<file path="src/rtl/eth_pkg.sv">
// Shared Ethernet definitions for the MAC receive/transmit paths:
// CRC-32 constants, the trailer stripper state type and a byte-wise CRC step.
package eth_pkg;

    localparam logic [31:0] CRC32_POLY_REFL = 32'hEDB88320;
    localparam logic [31:0] CRC32_INIT      = 32'hFFFFFFFF;

    typedef enum logic {
        S_FILL,
        S_PASS
    } state_t;

    // Reflected CRC-32, one byte, LSB first.
    function automatic logic [31:0] crc32_byte(
        input logic [31:0] crc,
        input logic [7:0]  data
    );
        logic [31:0] c;
        c = crc ^ {24'h0, data};
        for (int i = 0; i < 8; i++) begin
            c = c[0] ? ((c >> 1) ^ CRC32_POLY_REFL) : (c >> 1);
        end
        return c;
    endfunction

endpackage

</file>
<file path="src/rtl/crc32_byte_update.sv">
// Combinational single-byte CRC-32 step.
// Shared between the FCS checker and the transmit FCS inserter.
module crc32_byte_update
    import eth_pkg::*;
(
    input  logic [31:0] crc_i,
    input  logic [7:0]  data_i,
    output logic [31:0] crc_o
);

    assign crc_o = crc32_byte(crc_i, data_i);

endmodule

</file>
<file path="src/rtl/strip_trailer.sv">
// Strips the last TRAILER_BYTES bytes of each AXI-Stream byte frame,
// latches them as the trailer and optionally checks them as an Ethernet FCS.
module strip_trailer
    import eth_pkg::*;
#(
    parameter int TRAILER_BYTES = 4,
    parameter int CHECK_CRC     = 1,
    parameter int CNT_W         = 16
) (
    input  logic                       clock,
    input  logic                       reset,
    input  logic [7:0]                 saxis_tdata,
    input  logic                       saxis_tvalid,
    output logic                       saxis_tready,
    input  logic                       saxis_tlast,
    input  logic                       saxis_tuser,
    output logic [7:0]                 maxis_tdata,
    output logic                       maxis_tvalid,
    input  logic                       maxis_tready,
    output logic                       maxis_tlast,
    output logic                       maxis_tuser,
    output logic [8*TRAILER_BYTES-1:0] trailer,
    output logic                       trailer_valid,
    output logic [CNT_W-1:0]           frame_count,
    output logic [CNT_W-1:0]           runt_count,
    output logic [CNT_W-1:0]           crc_error_count
);

    localparam int FW = $clog2(TRAILER_BYTES + 1);
    localparam int TW = 8 * TRAILER_BYTES;
    localparam logic [FW-1:0] FULL = FW'(TRAILER_BYTES);

    state_t           state_q, state_d;
    logic [FW-1:0]    fill_q, fill_d;
    logic [TW-1:0]    buf_q, buf_d, buf_shift;
    logic [7:0]       m_data_q, m_data_d;
    logic             m_valid_q, m_valid_d;
    logic             m_last_q, m_last_d;
    logic             m_user_q, m_user_d;
    logic [TW-1:0]    trailer_q, trailer_d;
    logic             trl_vld_q, trl_vld_d;
    logic [CNT_W-1:0] frame_cnt_q, frame_cnt_d;
    logic [CNT_W-1:0] runt_cnt_q, runt_cnt_d;
    logic [CNT_W-1:0] crc_err_q, crc_err_d;
    logic             err_q, err_d;
    logic [31:0]      crc_q, crc_d, crc_next;
    logic             crc_bad;
    logic             acc, emit;

    function automatic logic [CNT_W-1:0] sat_inc(input logic [CNT_W-1:0] v);
        return (&v) ? v : v + CNT_W'(1);
    endfunction

    assign saxis_tready = (state_q == S_FILL) || !m_valid_q || maxis_tready;
    assign acc  = saxis_tvalid && saxis_tready;
    assign emit = m_valid_q && maxis_tready;

    // Delay line advanced by one byte; byte 0 is the oldest. After the last
    // byte this is also exactly the trailer, first trailer byte lowest.
    always_comb begin
        buf_shift = buf_q;
        for (int i = 0; i < TRAILER_BYTES - 1; i++) begin
            buf_shift[8*i +: 8] = buf_q[8*(i+1) +: 8];
        end
        buf_shift[TW-8 +: 8] = saxis_tdata;
    end

    generate
        if (CHECK_CRC != 0) begin : g_crc
            crc32_byte_update u_crc (
                .crc_i  (crc_q),
                .data_i (buf_q[7:0]),
                .crc_o  (crc_next)
            );
            assign crc_bad = (~crc_next != buf_shift[31:0]);
        end else begin : g_no_crc
            assign crc_next = crc_q;
            assign crc_bad  = 1'b0;
        end
    endgenerate

    // Next-state: fill/pass sequencing, output register, trailer and stats.
    always_comb begin
        state_d     = state_q;
        fill_d      = fill_q;
        buf_d       = buf_q;
        m_data_d    = m_data_q;
        m_valid_d   = m_valid_q;
        m_last_d    = m_last_q;
        m_user_d    = m_user_q;
        trailer_d   = trailer_q;
        trl_vld_d   = 1'b0;
        frame_cnt_d = frame_cnt_q;
        runt_cnt_d  = runt_cnt_q;
        crc_err_d   = crc_err_q;
        err_d       = err_q;
        crc_d       = crc_q;
        if (emit) begin
            m_valid_d = 1'b0;
        end
        if (acc) begin
            buf_d = buf_shift;
            err_d = err_q | saxis_tuser;
            unique case (state_q)
                S_FILL: begin
                    if (saxis_tlast) begin
                        fill_d     = '0;
                        runt_cnt_d = sat_inc(runt_cnt_q);
                        err_d      = 1'b0;
                        crc_d      = CRC32_INIT;
                    end else begin
                        fill_d = fill_q + FW'(1);
                    end
                end
                S_PASS: begin
                    m_data_d  = buf_q[7:0];
                    m_valid_d = 1'b1;
                    m_last_d  = saxis_tlast;
                    m_user_d  = 1'b0;
                    crc_d     = crc_next;
                    if (saxis_tlast) begin
                        trailer_d   = buf_shift;
                        trl_vld_d   = 1'b1;
                        frame_cnt_d = sat_inc(frame_cnt_q);
                        fill_d      = '0;
                        m_user_d    = err_q | saxis_tuser | crc_bad;
                        if (crc_bad) begin
                            crc_err_d = sat_inc(crc_err_q);
                        end
                        err_d = 1'b0;
                        crc_d = CRC32_INIT;
                    end
                end
                default: ;
            endcase
        end
        state_d = (fill_d == FULL) ? S_PASS : S_FILL;
    end

    // State register with synchronous reset.
    always_ff @(posedge clock) begin
        if (reset) begin
            state_q     <= S_FILL;
            fill_q      <= '0;
            buf_q       <= '0;
            m_data_q    <= '0;
            m_valid_q   <= 1'b0;
            m_last_q    <= 1'b0;
            m_user_q    <= 1'b0;
            trailer_q   <= '0;
            trl_vld_q   <= 1'b0;
            frame_cnt_q <= '0;
            runt_cnt_q  <= '0;
            crc_err_q   <= '0;
            err_q       <= 1'b0;
            crc_q       <= CRC32_INIT;
        end else begin
            state_q     <= state_d;
            fill_q      <= fill_d;
            buf_q       <= buf_d;
            m_data_q    <= m_data_d;
            m_valid_q   <= m_valid_d;
            m_last_q    <= m_last_d;
            m_user_q    <= m_user_d;
            trailer_q   <= trailer_d;
            trl_vld_q   <= trl_vld_d;
            frame_cnt_q <= frame_cnt_d;
            runt_cnt_q  <= runt_cnt_d;
            crc_err_q   <= crc_err_d;
            err_q       <= err_d;
            crc_q       <= crc_d;
        end
    end

    assign maxis_tdata     = m_data_q;
    assign maxis_tvalid    = m_valid_q;
    assign maxis_tlast     = m_last_q;
    assign maxis_tuser     = m_user_q;
    assign trailer         = trailer_q;
    assign trailer_valid   = trl_vld_q;
    assign frame_count     = frame_cnt_q;
    assign runt_count      = runt_cnt_q;
    assign crc_error_count = crc_err_q;

endmodule

</file>
<file path="config.mk">
export PLATFORM = sky130hd
export DESIGN_NAME = strip_trailer
export DESIGN_NICKNAME = d
export VERILOG_FILES = /design/src/rtl/eth_pkg.sv /design/src/rtl/crc32_byte_update.sv /design/src/rtl/strip_trailer.sv
export SDC_FILE = /design/constraint.sdc
export NUM_CORES = 1
export LEC_CHECK = 0
export ABC_AREA = 1
export BUFFER_PORTS_ARGS = -buffer_cell sky130_fd_sc_hd__buf_2
export CAP_MARGIN = 0
export CORE_ASPECT_RATIO = 0.75
export CORE_MARGIN = 3
export CORE_UTILIZATION = 35
export DETAILED_ROUTE_END_ITERATION = 7
export SYNTH_ARGS = -nofsm -noshare
export SYNTH_HDL_FRONTEND = slang
export SYNTH_SLANG_ARGS = --single-unit
</file>
<file path="constraint.sdc">
create_clock -name clock -period 2.3 [get_ports clock]
set_clock_uncertainty 0.05 [all_clocks]
set_input_delay 0.345 -clock clock [delete_from_list [all_inputs] [get_ports clock]]
set_output_delay 0.345 -clock clock [all_outputs]
set_load 0.02 [all_outputs]
</file>
==> metrics.csv, run 1 <==
stage,metric,value,unit
timing,rsz0062_at_grt,yes,
timing,hold_ws,0.137,ns
power,ir_drop,480,µV
place,dpl_cell_area,9930,µm²
power,leakage,5.36,nW
setup_path,worstReg2RegStart,crc_q[0],
min_path,hold_class,input port to flip-flop,
clock_network,h-tree-depth,4,
finish,area_delta_synth_final,36.9,%
synthesis,syn_inst,1244,
finish,drive_gt1_share,33.4,%
die,initial_core_util,36.0,%
grt,first_global_vias,8194,
finish,fin_cells,1769,
power,internal_power,5.04,mW
setup_path,max_stage_delay,0.39,ns
die,die_w,185,µm
status,status,finished with violations,
synthesis,postSynthAreaPerCell,6.73,µm²
grt,antenna_found_initial,0,
place,portBuffers,106,
die,row_count,48,
place,gp_congestion,0.936,
die,die_height,140,µm
setup_path,critical_path_required,2.57,ns
finish,final_common_cell,nand2_1,
synthesis,syn_nets,1262,
clock_network,cts_root_buf,clkbuf_16,
timing,period_share,108,%
setup_path,reg2reg_slack,-0.19,ns
finish,n_antenna_cell,0,
finish,nets,1474,
synthesis,syn_area,8370,µm²
power,netSwitchingFraction,29.7,%
finish,post-route-util,49.3,%
synthesis,synthFlopType,dfxtp_1,
timing,tns,-2.83,ns
drt,route.detailed.drc,0,
die,ios,107,
place,place_ws,-0.451,ns
synthesis,ys_types,37,
timing,slew_viol_final,0,
finish,final_cell_mix,"nand2_1 (248), dfxtp_1 (142), o21ai_0 (119)",
setup_path,crit_slowest_cell,dfxtp_4,
power,power_density,625,nW/µm²
drt,first_pass_iters,5,
synthesis,synthArstFlopShare,0,%
drt,ant_nets,0,
clock_network,cts_num_sinks,161,
min_path,hp-start,saxis_tuser,
place,post-dp-hpwl,19600,µm
power,seq_power_share,40.4,%
min_path,min_to,err_q,
clock_network,postCtsHoldBufs,0,
die,fp.dieArea,25800,µm²
timing,max_slew_margin,61.4,%
timing,fin_ws,-0.194,ns
synthesis,ys_ff_latch,161,
die,core-area,23200,µm²
clock_network,cts_made_buffers,17,
drt,totalWireLength,27300,µm
clock_network,clock_path_buffers,2,
drt,viasPerCell,5.02,
setup_path,crit_fanout,8,
setup_path,rr_worst_depth,21,
power,finalPower,7.16,mW
drt,dr_total_vias,8873,
timing,hold_viol,0,
drt,drt_iter0_drc,654,
timing,setup_viol,17,
grt,grt_max_degree,71,
power,p_sw,2.12,mW
setup_path,worstSetupPathType,flip-flop to flip-flop,
setup_path,cpMostUsedCell,nand2_2,
setup_path,crit_path_start_kind,flip-flop,
grt,grt_overflow,0,
status,violations,negative setup slack,
clock_network,clk_latency,0.43,ns
clock_network,cts_tree,yes,
power,pwr-share-comb,20.2,%
grt,grt_pass1_wl,43000,µm
power,clkPwrFrac,39.4,%
min_path,min_delay_path_depth,3,
timing,tightestPinTransition,0.575,ns
synthesis,synth_edf_count,0,
setup_path,cp_cell_sequence,inv_4 > nand2_4 > nand2_4 > buf_6 > buf_8 > nand2_2 > nand2_2 > nand3_1 > nand2_2 > nand2_2 > nand2_2 > nand2_1 > nand2_1 > nor2_2 > nand3_1 > nor2_2 > nand3_4 > buf_12 > buf_12 > a31oi_4 > nor2_1,
timing,period_minus_slack,2.49,ns
setup_path,cp-end-kind,flip-flop,
grt,track_usage,20.7,%
setup_path,cp.arrival,2.77,ns
drt,wl_per_cell,15.4,µm
setup_path,reg2reg_to,crc_error_count[12],
synthesis,yosysSeqAreaShare,38.5,%
clock_network,path_clk_slew,0.07,ns
finish,design_area,11500,µm²
run,cap_violations,0,
place,place_inst,1708,
timing,max_freq,0.401,GHz
synthesis,yosysWarnings,0,
==> registers in the layout, indices dropped and copies added, names as in the netlist, 3 cells and up <==
name             cells
frame_count         16
trailer             32
crc_error_count     16
runt_count          16
maxis_tdata          8
buf_q               32
crc_q               32
fill_q               3
==> routing by layer <==
metal	up-vias	GRT usage [%]	part of all wire, %
li1	4499	-	-
met1	4065	31.2	50
met2	280	30.6	43
met3	29	4.15	6.5
met4	0	4.41	1.2
met5	-	0	0
==> power by group through the flow <==
stage	Combinational (mW)	Sequential, mW	Clock (mW)
3_5_place_dp	1.16	2.95	0
6_report	1.45	2.89	2.82
5_1_grt	1.57	2.90	3.00
3_3_place_gp	1.15	2.95	0
4_1_cts	1.31	2.89	2.88
2_1_floorplan	0.695	2.93	0
==> cell type report <==
class | count | area, µm²
inverter | 135 | 519
clock inverter | 10 | 100
multi-input combinational | 903 | 5050
fill | 2302 | 11800
timing repair buffer | 238 | 1670
sequential | 161 | 3260
clock buffer | 22 | 484
tap | 300 | 375
==> logic make-up (layout without fill, tap and decap cells) <==
logic type | count (synthesis) | count (layout) | share of synthesized area [%]
AO/OA/AOI/OAI | 249 | 249 | 15.7
AND/OR/NAND/NOR | 618 | 620 | 33.1
flip-flops | 161 | 161 | 38.5
buffers and inverters | 182 | 405 | 8.69
XOR/XNOR | 30 | 30 | 3.36
adder cells (fa/ha/maj) | 4 | 4 | 0.598
==> worst max-delay path, delay by kind of cell, from the launching register on <==
family / cells / cell delay (ns)
flip-flops: 1 / 0.39
buffers and inverters: 5 / 0.60
AO/OA/AOI/OAI: 1 / 0.11
AND/OR/NAND/NOR: 15 / 1.22
==> cells in the mapped netlist, types with 12 or more instances <==
| cell | number | share of area, % |
|---|---|---|
| nand2_1 | 335 | 15 |
| dfxtp_1 | 161 | 39 |
| inv_1 | 120 | 5.4 |
| o21ai_0 | 120 | 7.2 |
| a21oi_1 | 107 | 6.4 |
| nand3_1 | 103 | 6.2 |
| nor2_1 | 80 | 3.6 |
| clkbuf_1 | 36 | 1.6 |
| xor2_1 | 23 | 2.4 |
| nand2_2 | 19 | 1.4 |
| nand4_1 | 19 | 1.4 |
| nor3_1 | 19 | 1.1 |
| inv_2 | 15 | 0.67 |
| nand3b_1 | 12 | 1.1 |
==> how the worst max path moves through the flow <==
stage | start | endpoint | slack (ns) | depth (start not counted)
2_1_floorplan | maxis_tvalid | runt_count[14] | 0.04 | 15
3_3_place_gp | buf_q[0] | crc_error_count[1] | -0.44 | 20
3_5_place_dp | crc_q[0] | crc_error_count[15] | -0.45 | 19
4_1_cts | buf_q[0] | crc_error_count[5] | -0.20 | 19
5_1_grt | crc_q[0] | crc_error_count[12] | -0.33 | 22
6_report | crc_q[0] | crc_error_count[12] | -0.19 | 21
==> repair_timing <==
item / 4_1_cts / 5_1_grt
gates cloned: 2 / 1
pin swaps: 38 / 64
setup buffers: 18 / 9
endpoints found under the setup margin: 20 / 31
resized for setup: 98 / 114
Power figures use the tool's default switching activity.
==> run 2: changes to the inputs <==
--- a/config.mk
+++ b/config.mk
@@ -6,7 +6,7 @@
 export NUM_CORES = 1
 export LEC_CHECK = 0
 export ABC_AREA = 1
-export BUFFER_PORTS_ARGS = -buffer_cell sky130_fd_sc_hd__buf_2
+export BUFFER_PORTS_ARGS = -buffer_cell sky130_fd_sc_hd__buf_4
 export CAP_MARGIN = 0
 export CORE_ASPECT_RATIO = 0.75
 export CORE_MARGIN = 3
==> metrics.csv, run 2 (synthesized netlist as in run 1, its figures left out) <==
stage,metric,value,unit,change
status,status,finished with violations,,
status,violations,negative setup slack,,
finish,drive_gt1_share,34.2,%,+0.75 points
timing,rsz0062_at_grt,yes,,
die,die_height,140,µm,unchanged
timing,max_slew_margin,62.8,%,+1.4 points
finish,design_area,12000,µm²,+4.5%
min_path,min_delay_path_depth,3,,unchanged
die,ios,107,,unchanged
setup_path,worstSetupPathType,flip-flop to flip-flop,,
grt,antenna_found_initial,0,,unchanged
drt,ant_nets,0,,unchanged
timing,max_freq,0.399,GHz,-0.38%
timing,fin_ws,-0.204,ns,-0.00958 ns
drt,wl_per_cell,15.6,µm,+1.4%
drt,dr_total_vias,9077,,+2.3%
clock_network,h-tree-depth,4,,unchanged
timing,tightestPinTransition,0.554,ns,-0.0212 ns
grt,first_global_vias,8432,,+2.9%
place,post-dp-hpwl,19900,µm,+1.6%
run,cap_violations,0,,unchanged
die,die_w,185,µm,unchanged
drt,route.detailed.drc,0,,unchanged
timing,period_minus_slack,2.50,ns,+0.00958 ns
setup_path,path_buf_inv,5,,unchanged
place,gp_congestion,0.926,,-1.1%
min_path,hold_class,input port to flip-flop,,
setup_path,path_delay_family,simple AND/OR/NAND/NOR gates,,
timing,setup_viol,20,,+3
timing,tns,-3.15,ns,-0.319 ns
finish,area_delta_synth_final,43.1,%,
clock_network,cts_tree,yes,,
timing,period_share,109,%,+0.42 points
die,core-area,23200,µm²,unchanged
grt,grt_pass1_wl,44400,µm,+3.2%
setup_path,cp.arrival,2.75,ns,-0.02 ns
setup_path,path_depth,20,,-4.8%
finish,nets,1512,,+2.6%
setup_path,critical_path_required,2.55,ns,-0.02 ns
drt,totalWireLength,28300,µm,+3.6%
place,dpl_cell_area,10200,µm²,+3.2%
clock_network,clock_path_buffers,2,,unchanged
timing,hold_viol,0,,unchanged
setup_path,crit_slowest_cell,dfxtp_2,,
setup_path,crit_fanout,6,,-2
finish,final_common_cell,buf_4,,
clock_network,cts_made_buffers,17,,unchanged
die,row_count,48,,unchanged
timing,hold_ws,0.136,ns,-0.000677 ns
drt,first_pass_iters,5,,unchanged
timing,slew_viol_final,0,,unchanged
die,initial_core_util,36.0,%,unchanged
power,finalPower,7.28,mW,+1.7%
setup_path,cp_cell_sequence,inv_2 > nand2_2 > nand2_2 > nand2_4 > nand2_8 > inv_4 > buf_6 > nand2_4 > nand2_4 > buf_4 > nand3_2 > nand2_2 > nand2_1 > nand2_1 > nand3_2 > nor2_4 > nand3_4 > buf_12 > nand4_1 > a21oi_1,,
clock_network,path_clk_slew,0.07,ns,about the same
grt,grt_max_degree,71,,unchanged
finish,final_cell_mix,"buf_4 (260), nand2_1 (253), dfxtp_1 (144)",,
setup_path,max_stage_delay,0.37,ns,-0.02 ns
grt,grt_overflow,0,,unchanged
setup_path,cp-end-kind,flip-flop,,
power,ir_drop,535,µV,+11%
power,leakage,5.53,nW,+3.1%
setup_path,crit_path_start_kind,flip-flop,,
die,fp.dieArea,25800,µm²,unchanged
drt,viasPerCell,5.02,,+0.15%
clock_network,cts_root_buf,clkbuf_16,,
clock_network,clk_latency,0.43,ns,about the same
setup_path,rr_worst_depth,20,,-4.8%
drt,drt_iter0_drc,587,,-10%
grt,track_usage,21.6,%,+0.81 points
finish,n_antenna_cell,0,,unchanged
clock_network,cts_num_sinks,161,,unchanged
place,portBuffers,106,,unchanged
power,power_density,608,nW/µm²,-2.7%
run 2: changes by cell type in the layout (fill, tap and decap cells not counted), sizes merged:
cell      before  now
bufinv         1    2
clkinvlp       4    1
clkinv         3    6
inv          137  136
buf          238  276
run 2: worst register-to-register path: stages, from the launching register on:
cell and delay [ns]:
dfxtp_2 0.37, inv_2 0.06, nand2_2 0.07, nand2_2 0.09
nand2_4 0.11, nand2_8 0.08, inv_4 0.07, buf_6 0.10
nand2_4 0.05, nand2_4 0.08, buf_4 0.11, nand3_2 0.08
nand2_2 0.09, nand2_1 0.05, nand2_1 0.10, nand3_2 0.11
nor2_4 0.13, nand3_4 0.20, buf_12 0.21, nand4_1 0.08
a21oi_1 0.08
run 2: what timing repair did:
item	in CTS	in global routing
pin swaps	46	54
gates cloned	2	1
buffers inserted	43	15
endpoints found under the setup margin	22	31
hold buffers	0	0
resized for setup	99	107
run 2: area by class of cell:
cell class,instances,area (µm²)
inverters,135,517
flip-flops and latches,161,3250
fillers,2249,11300
repair buffers,276,2210
clock buffers,22,444
multi-input cells,903,5060
well taps,300,375
clock inverters,10,110
run 2: per-stage QoR:
stage | cells | setup WS [ns] | utilization, %
after floorplan | 1244 | 0.0351 | -
after global placement | 1715 | -0.412 | 44.1
after detailed placement | 1715 | -0.440 | 44.1
after CTS | 1791 | -0.140 | 49.4
after global routing | 1807 | -0.342 | 51.5
final | 1807 | -0.204 | 51.5
run 2: where the power goes:
part / switching (mW) / internal (mW) / leakage, nW
Combinational: 0.908 / 0.716 / 3.95
Clock: 1.17 / 1.59 / 0.272
Sequential: 0.0548 / 2.84 / 1.31
run 2: metal layers:
layer / wire length (µm) / global-route usage [%] / vias to the layer above
met5: 0 / 0 / -
met4: 367 / 5.41 / 0
met3: 1980 / 4.70 / 28
met2: 12100 / 31.4 / 263
met1: 13800 / 32.2 / 4213
li1: - / - / 4573
run 2: path summary, 6_finish.rpt:
check                           slack [ns]                  end   startpoint
worst max-delay path                 -0.20  crc_error_count[15]     crc_q[6]
worst min-delay path                  0.14                err_q  saxis_tuser
worst max register to register       -0.20  crc_error_count[15]     crc_q[6]
worst min register to register        0.40                err_q        err_q
==> run 3: changes to the inputs <==
--- a/config.mk
+++ b/config.mk
@@ -6,7 +6,7 @@
 export NUM_CORES = 1
 export LEC_CHECK = 0
 export ABC_AREA = 1
-export BUFFER_PORTS_ARGS = -buffer_cell sky130_fd_sc_hd__buf_4
+export BUFFER_PORTS_ARGS = -buffer_cell sky130_fd_sc_hd__buf_2
 export CAP_MARGIN = 0
 export CORE_ASPECT_RATIO = 0.75
 export CORE_MARGIN = 3
==> constraint.sdc (replaced) <==
create_clock -name clock -period 2.3 [get_ports clock]
set_clock_uncertainty 0.05 [all_clocks]
set_input_delay 0.345 -clock clock [delete_from_list [all_inputs] [get_ports clock]]
set_output_delay 0.345 -clock clock [all_outputs]
set_load 0.01 [all_outputs]
==> metrics.csv, run 3 (synthesized netlist as in run 1, its figures left out) <==
stage,metric,value,unit,change
status,status,finished with violations,,
status,violations,"design-rule violations, negative setup slack",,
finish,final_common_cell,nand2_1,,
power,internal_power,5.19,mW,+0.80%
setup_path,cp.arrival,2.74,ns,about the same
place,place_ws,-0.371,ns,+0.0685 ns
timing,hold_ws,0.128,ns,-0.00776 ns
die,row_count,48,,unchanged
setup_path,cp_cell_sequence,inv_2 > nand2_2 > nand2_4 > nand2_4 > nand2_8 > buf_6 > nand2_2 > nand2_2 > nand2_1 > nand2_2 > nand3_2 > nor2_2 > nand3_2 > nor2_4 > nand3_4 > clkbuf_16 > nand4_1 > a21oi_2,,
power,power_density,637,nW/µm²,+4.7%
drt,drt_iter0_drc,785,,+34%
drt,route.detailed.drc,2,,+2
grt,grt_pass1_wl,44500,µm,+0.37%
die,die_w,185,µm,unchanged
drt,dr_total_vias,9108,,+0.34%
setup_path,worstReg2RegStart,buf_q[0],,
grt,antenna_found_initial,0,,unchanged
clock_network,cts_num_sinks,161,,unchanged
setup_path,max_stage_delay,0.34,ns,-0.03 ns
drt,totalWireLength,28100,µm,-0.54%
clock_network,clk_latency,0.45,ns,+0.02 ns
setup_path,reg2reg_slack,-0.18,ns,+0.02 ns
setup_path,critical_path_required,2.56,ns,about the same
timing,tightestPinTransition,0.557,ns,+0.00262 ns
finish,area_delta_synth_final,38.4,%,
finish,nets,1498,,-0.93%
power,finalPower,7.37,mW,+1.2%
finish,design_area,11600,µm²,-3.3%
clock_network,cts_tree,yes,,
min_path,hp-start,saxis_tuser,,
power,p_sw,2.18,mW,+2.3%
grt,first_global_vias,8518,,+1.0%
setup_path,crit_fanout,7,,+1
grt,track_usage,21.7,%,+0.10 points
grt,grt_max_degree,71,,unchanged
power,netSwitchingFraction,29.6,%,+0.31 points
place,portBuffers,106,,unchanged
clock_network,cts_root_buf,clkbuf_16,,
timing,rsz0062_at_grt,yes,,
timing,max_slew_margin,62.6,%,-0.18 points
power,leakage,5.45,nW,-1.5%
min_path,min_delay_path_depth,3,,unchanged
die,ios,107,,unchanged
setup_path,reg2reg_to,crc_error_count[11],,
power,ir_drop,533,µV,-0.51%
place,dpl_cell_area,10000,µm²,-2.1%
run,cap_violations,0,,unchanged
setup_path,cpMostUsedCell,nand2_2,,
die,initial_core_util,36.0,%,unchanged
finish,final_cell_mix,"nand2_1 (255), dfxtp_1 (146), buf_4 (139)",,
setup_path,cp-end-kind,flip-flop,,
timing,max_freq,0.403,GHz,+0.95%
power,clkPwrFrac,39.3,%,+1.3 points
place,gp_congestion,0.969,,+4.7%
min_path,hold_class,input port to flip-flop,,
clock_network,postCtsHoldBufs,0,,unchanged
clock_network,clock_path_buffers,2,,unchanged
clock_network,h-tree-depth,4,,unchanged
finish,drive_gt1_share,33.2,%,-0.93 points
setup_path,path_delay_family,simple AND/OR/NAND/NOR gates,,
timing,fin_ws,-0.180,ns,+0.0237 ns
clock_network,cts_made_buffers,17,,unchanged
setup_path,path_buf_inv,3,,-2
power,pwr-share-comb,21.4,%,-0.9 points
die,core-area,23200,µm²,unchanged
place,post-dp-hpwl,19700,µm,-1.2%
setup_path,crit_path_start_kind,flip-flop,,
min_path,min_to,err_q,,
die,die_height,140,µm,unchanged
timing,hold_viol,0,,unchanged
drt,wl_per_cell,15.7,µm,+0.29%
setup_path,crit_slowest_cell,dfxtp_2,,
die,fp.dieArea,25800,µm²,unchanged
drt,ant_nets,0,,unchanged
timing,period_share,108,%,-1.0 points
setup_path,rr_worst_depth,18,,-10%
grt,grt_overflow,0,,unchanged
drt,viasPerCell,5.08,,+1.2%
timing,setup_viol,19,,-5.0%
drt,first_pass_iters,8,,+3
power,seq_power_share,39.2,%,-0.5 points
timing,period_minus_slack,2.48,ns,-0.0237 ns
finish,n_antenna_cell,0,,unchanged
setup_path,worstSetupPathType,flip-flop to flip-flop,,
clock_network,path_clk_slew,0.07,ns,about the same
timing,slew_viol_final,0,,unchanged
-- run 3: cell count changes in the layout (fill, tap and decap cells not counted), moves of 3 or more --
cell / before / now
clkbuf_8: 0 / 3
nand2_2: 75 / 79
nand2_4: 30 / 24
dfxtp_4: 4 / 1
buf_4: 260 / 139
nand3_4: 8 / 5
clkbuf_1: 5 / 2
nand3_2: 21 / 14
nand3_1: 78 / 87
buf_2: 0 / 106
-- run 3: final cells by class --
class,instances,area [µm²]
clock inverter,9,108
sequential,161,3240
fill,2348,11700
inverter,135,524
tap,300,375
clock buffer,22,474
multi-input combinational,903,5020
timing repair buffer,262,1840
-- run 3: routing by layer --
metal / global-route usage [%] / part of all wire [%] / up-vias
met5: 0 / 0 / -
met3: 3.97 / 6.2 / 47
li1: - / - / 4546
met1: 32.7 / 50 / 4209
met4: 5.81 / 1.6 / 0
met2: 31.5 / 42 / 306
-- run 3: worst max path at each step --
stage / startpoint / end / slack (ns) / cells after the start
after floorplan: maxis_tvalid / runt_count[14] / 0.10 / 15
after global placement: crc_q[0] / crc_error_count[0] / -0.40 / 19
after detailed placement: crc_q[7] / crc_error_count[7] / -0.37 / 18
after CTS: buf_q[0] / crc_error_count[12] / -0.07 / 18
after global routing: buf_q[0] / crc_error_count[3] / -0.27 / 19
final: buf_q[0] / crc_error_count[11] / -0.18 / 18
-- run 3: what timing repair did --
| item | CTS | global route |
|---|---|---|
| gates resized for setup | 117 | 77 |
| endpoints found under the setup margin | 19 | 36 |
| pin swaps | 26 | 29 |
| buffers inserted | 29 | 5 |
| gates cloned | 2 | 1 |
-- run 3: metrics by stage --
step	utilization, %	TNS (ns)	cells
final	49.8	-2.81	1792
after floorplan	-	0	1244
after global placement	43.2	-6.60	1724
after detailed placement	43.2	-6.28	1724
after CTS	48.4	-0.835	1786
after global routing	49.8	-4.82	1792
-- run 3: power by group through the flow --
stage / clock network [mW] / registers [mW] / logic [mW]
2_1_floorplan: 0 / 2.93 / 0.695
3_3_place_gp: 0 / 2.95 / 1.20
3_5_place_dp: 0 / 2.95 / 1.21
4_1_cts: 2.94 / 2.89 / 1.46
5_1_grt: 3.05 / 2.90 / 1.71
6_report: 2.90 / 2.89 / 1.58
-- run 3: worst min-delay path, stage by stage --
cell and delay [ns]:
buf_2 0.10, nand2_1 0.06, a21oi_1 0.06
